--- src/rtl/instr_fetch.sv ---
// Instruction fetch stage: PC register, next-PC selection, bounds-checked advance
// and a sticky fetch fault that blanks the instruction to a nop until reset.
module instr_fetch #(
    parameter logic [31:0] RESET_PC = 32'h00003000,
    parameter int          IM_WORDS = 1024
) (
    input  logic        clk,
    input  logic        reset,
    input  logic        stall,
    input  logic [1:0]  npc_sel,
    input  logic        branch_taken,
    input  logic [31:0] reg_target,
    input  logic [31:0] imem_instr,
    output logic [31:0] pc,
    output logic [31:0] pc_plus4,
    output logic [31:0] instr,
    output logic        fault,
    output logic [31:0] fault_addr,
    output logic [31:0] fetch_count
);

    localparam logic [31:0] LAST_PC = RESET_PC + 32'(4 * (IM_WORDS - 1));

    typedef enum logic {
        ST_RUN,
        ST_FAULTED
    } state_e;

    typedef enum logic [1:0] {
        NPC_SEQ    = 2'b00,
        NPC_BRANCH = 2'b01,
        NPC_JUMP   = 2'b10,
        NPC_REG    = 2'b11
    } npc_sel_e;

    state_e      state_q, state_d;
    logic [31:0] pc_q, pc_d;
    logic [31:0] count_q, count_d;
    logic [31:0] fault_addr_q, fault_addr_d;

    logic [31:0] branch_off;
    logic [31:0] candidate;
    logic        cand_legal;

    always_comb begin
        pc_plus4   = pc_q + 32'd4;
        branch_off = {{14{imem_instr[15]}}, imem_instr[15:0], 2'b00};

        unique case (npc_sel_e'(npc_sel))
            NPC_SEQ:    candidate = pc_plus4;
            NPC_BRANCH: candidate = branch_taken ? (pc_plus4 + branch_off) : pc_plus4;
            NPC_JUMP:   candidate = {pc_plus4[31:28], imem_instr[25:0], 2'b00};
            NPC_REG:    candidate = reg_target;
            default:    candidate = pc_plus4;
        endcase

        cand_legal = (candidate[1:0] == 2'b00) &&
                     (candidate >= RESET_PC) && (candidate <= LAST_PC);
    end

    always_comb begin
        // NOTE: every next-state signal takes its hold value first, so no path can infer a latch.
        state_d      = state_q;
        pc_d         = pc_q;
        count_d      = count_q;
        fault_addr_d = fault_addr_q;

        // Legality only matters on a non-stalled cycle in RUN; FAULTED freezes everything.
        if (state_q == ST_RUN && !stall) begin
            if (cand_legal) begin
                pc_d    = candidate;
                count_d = count_q + 32'd1;
            end else begin
                state_d      = ST_FAULTED;
                fault_addr_d = candidate;
            end
        end
    end

    // NOTE: state registers use non-blocking assignments so all of them update from pre-edge values.
    always_ff @(posedge clk or posedge reset) begin
        if (reset) begin
            state_q      <= ST_RUN;
            pc_q         <= RESET_PC;
            count_q      <= '0;
            fault_addr_q <= '0;
        end else begin
            state_q      <= state_d;
            pc_q         <= pc_d;
            count_q      <= count_d;
            fault_addr_q <= fault_addr_d;
        end
    end

    assign pc          = pc_q;
    assign fault       = (state_q == ST_FAULTED);
    assign fault_addr  = fault_addr_q;
    assign fetch_count = count_q;
    assign instr       = fault ? 32'h00000000 : imem_instr;

endmodule

--- config.mk ---
export PLATFORM = sky130hd
export DESIGN_NAME = instr_fetch
export DESIGN_NICKNAME = d
export VERILOG_FILES = /design/src/rtl/instr_fetch.sv
export SDC_FILE = /design/constraint.sdc
export NUM_CORES = 1
export LEC_CHECK = 0
export BUFFER_PORTS_ARGS = -buffer_cell sky130_fd_sc_hd__buf_2
export CORE_MARGIN = 1.5
export CORE_UTILIZATION = 54
export CTS_CLUSTER_DIAMETER = 200
export DETAILED_ROUTE_END_ITERATION = 7
export PLACE_DENSITY = 0.82
export SETUP_SLACK_MARGIN = 0.5
export SKIP_LAST_GASP = 1
export SYNTH_ARGS = -nofsm -noshare
export SYNTH_HDL_FRONTEND = slang
export SYNTH_SLANG_ARGS = --single-unit
--- constraint.sdc ---
create_clock -name clk -period 6.02 [get_ports clk]
set_input_delay 1.806 -clock clk [delete_from_list [all_inputs] [get_ports clk]]
set_output_delay 1.806 -clock clk [all_outputs]
set_load 0.01 [all_outputs]
==> impl_metrics.toml <==
[cells_and_area]
final_common_cell = "buf_2"
final_cells = 1520
fin_nets = 1408
drive_gt1_frac = 0.272
antennaDiodeCount = 0
layout_common_cells = "buf_2 (230), nand2_1 (122), dfrtp_1 (92)"
areaGrowthSynthToFinish_pct = 22.6

[clocking]
clock_path_buffers = 2
cts-root-buf = "clkbuf_16"
clock_sinks = 97
holdBufCountCts = 0
clkTransAtPathRegs_ns = 0.07
cts.htree.levels = 3
cts_tree = "done"
cts_made_buffers = 9
clkLatencyLatePin_ns = 0.36

[global_routing]
grt_pass1_wl_um = 48400
overflow = 0
grt_antenna_before_repair = 0
grt_pass1_vias = 8933
grt_use_total = 0.376
grt_max_degree = 70

[pwr]
p_sw_mw = 0.514
peakVddDrop_mv = 0.187
internal-power_mw = 1.19
pwr_density_cell_nw_per_um2 = 161
power.share.sequential = 0.414
power_leakage_nw = 5.28
p_comb_frac = 0.206
power_frac_clock = 0.379
switching_share = 0.302
total_power_mw = 1.70

[detailed_routing]
first_iter_violations = 1273
routedWlPerCell_um = 20.9
num_vias = 9803
drt_pass1_iterations = 6
drc = 0
drt-vias-per-instance = 6.45
wirelength_um = 31800
ant_nets = 0

[yosys]
synth.top_cell.area_share = 0.276
netlist-cell-type-count = 78
synth-seq-cells = 97
synthesis.area_per_instance_um2 = 7.94
synth_nets = 1189
netlist.top_cell.by_area = "dfrtp_1"
synth_edf_count = 0
async_reset_ff_frac = 1.00
yosysSeqAreaShare = 0.282
ys_warn_count = 0
yosys-top-cells-area = "dfrtp_1 (28%), nand2_1 (5.3%), ha_1 (4.8%)"
synth_flop_cell = "dfrtp_1"
netlist_instances = 1085
synthesis.area_um2 = 8610

[placed_design]
port_buffers = 230
gp_congestion = 1.12
dp.cells = 1496
dpl.hpwl_um = 24400

[floorplanning]
dieArea_um2 = 16700
core-area_um2 = 15400
die_y_um = 129
die_w_um = 129
top_level_ports = 231
start_util = 0.560
core.rowCount = 45

[worst_hold_path]
hp-class = "flip-flop to flip-flop"
min_from = "fetch_count[31]"

[sta]
fin_crit_sh = 0.900
maxSlewViolCount = 0
rsz0062_at_grt = "false"
fin_setup_tns_ns = 0
finalHoldViolations = 0
relSlewSlack = 0.431
max_freq_mhz = 185
setup_viol = 0
tightest_slew_ns = 0.853
fin_skew_ns = 0.00895
finalCriticalPeriod_ns = 5.42

[setup_path]
critPathMaxFanout = 16
worstPathRequired_ns = 6.26
r2r_start = "pc[13]"
arrival_ns = 5.65
cp-end-kind = "flip-flop"
worstSetupStartpointType = "input port"
crit_type = "input port to flip-flop"
critPathLaunch = "imem_instr[0]"

[status]
status = "completed"

[run]
max_cap_viol_count = 0
[timing repair]
item | CTS | global route
pin swaps | 1 | 6
endpoints found under the setup margin | 67 | 97
buffers inserted | 1 | 7
resized for setup | 3 | 30
cloned | 0 | 0
[metal layers]
metal	routed length [µm]	share of wire	global-route usage
met1	12700	0.40	0.505
met2	14500	0.45	0.587
met3	3330	0.10	0.0846
met4	1240	0.039	0.155
met5	0	0	0
[synth_stat cells (7+ instances only)]
cell / count
xor2_1: 47
and2_1: 7
nand2b_1: 12
a211o_1: 7
a21o_1: 16
nor4_1: 26
and4_1: 7
a2bb2oi_1: 10
or4_1: 9
o31ai_1: 9
o211ai_1: 14
nand4_1: 32
o21ai_0: 59
ha_1: 33
nand2_1: 122
inv_1: 32
o221ai_1: 8
nor3_1: 37
or2_2: 12
and3_1: 13
nor2b_1: 54
clkbuf_1: 41
o21a_1: 7
a21oi_1: 52
a211oi_1: 16
a31oi_1: 12
dfrtp_1: 95
or3_1: 9
mux2_2: 10
a221oi_1: 7
buf_2: 19
nand3_1: 40
xnor2_1: 18
mux2i_1: 25
nor2_1: 73
[power by group through the flow]
stage | Combinational [mW] | Sequential, mW | Clock, mW
after global routing | 0.381 | 0.708 | 0.677
after global placement | 0.334 | 0.715 | 0
after detailed placement | 0.337 | 0.716 | 0
after CTS | 0.339 | 0.704 | 0.650
after floorplan | 0.191 | 0.725 | 0
final | 0.351 | 0.705 | 0.646
[metrics by stage]
| stage | cell area, µm² | hold slack (ns) | setup slack, ns | util |
|---|---|---|---|---|
| floorplan | 8610 | 0.504 | 0.883 | - |
| global placement | 10000 | 0.453 | 0.0619 | 0.653 |
| detailed placement | 10000 | 0.459 | 0.0408 | 0.653 |
| CTS | 10400 | 0.473 | 0.486 | 0.675 |
| global route | 10600 | 0.499 | 0.476 | 0.687 |
| finish | 10600 | 0.470 | 0.603 | 0.687 |
[registers in the layout, summed over array words and instances (netlist names)]
register / flops
pc: 32
fault: 1
fault_addr: 32
fetch_count: 32
[area by class of cell]
class	count	area, µm²
Tap cell	211	264
Inverter	36	138
Sequential cell	97	2430
Clock inverter	6	98.8
Clock buffer	10	229
Timing Repair Buffer	279	1550
Multi-Input combinational cell	881	5850
Fill cell	1281	4810
[final timing paths]
path,end,slack (ns),depth (start not counted)
max in group asynchronous,pc[12],3.50,3
min,fetch_count[31],0.47,1
min in group asynchronous,fault_addr[8],1.61,2
max,pc[4],0.60,17
max reg2reg,fetch_count[29],0.66,16
min reg2reg,fetch_count[31],0.47,1
[worst max-delay path, cell delays in order]
cell       delay (ns)
buf_2            0.11
ha_1             0.19
inv_1            0.06
fa_1             0.40
nor2b_2          0.18
o2111ai_2        0.20
a2111oi_2        0.45
buf_4            0.21
o311ai_0         0.20
a222oi_1         0.40
nand2_1          0.10
a311oi_1         0.29
nand4_1          0.13
buf_4            0.18
nor3_4           0.19
buf_12           0.19
mux2_1           0.35
[kinds of logic (layout without fill, tap and decap cells)]
logic type,count (synthesis),in the layout,synth area share
buffers and inverters,107,331,0.0520
AO/OA/AOI/OAI,277,277,0.223
adder cells (fa/ha/maj),34,34,0.0503
flip-flops,97,97,0.282
AND/OR/NAND/NOR,464,464,0.277
multiplexers,41,41,0.0500
XOR/XNOR,65,65,0.0661
No activity file was read; power rests on OpenSTA's default activity.
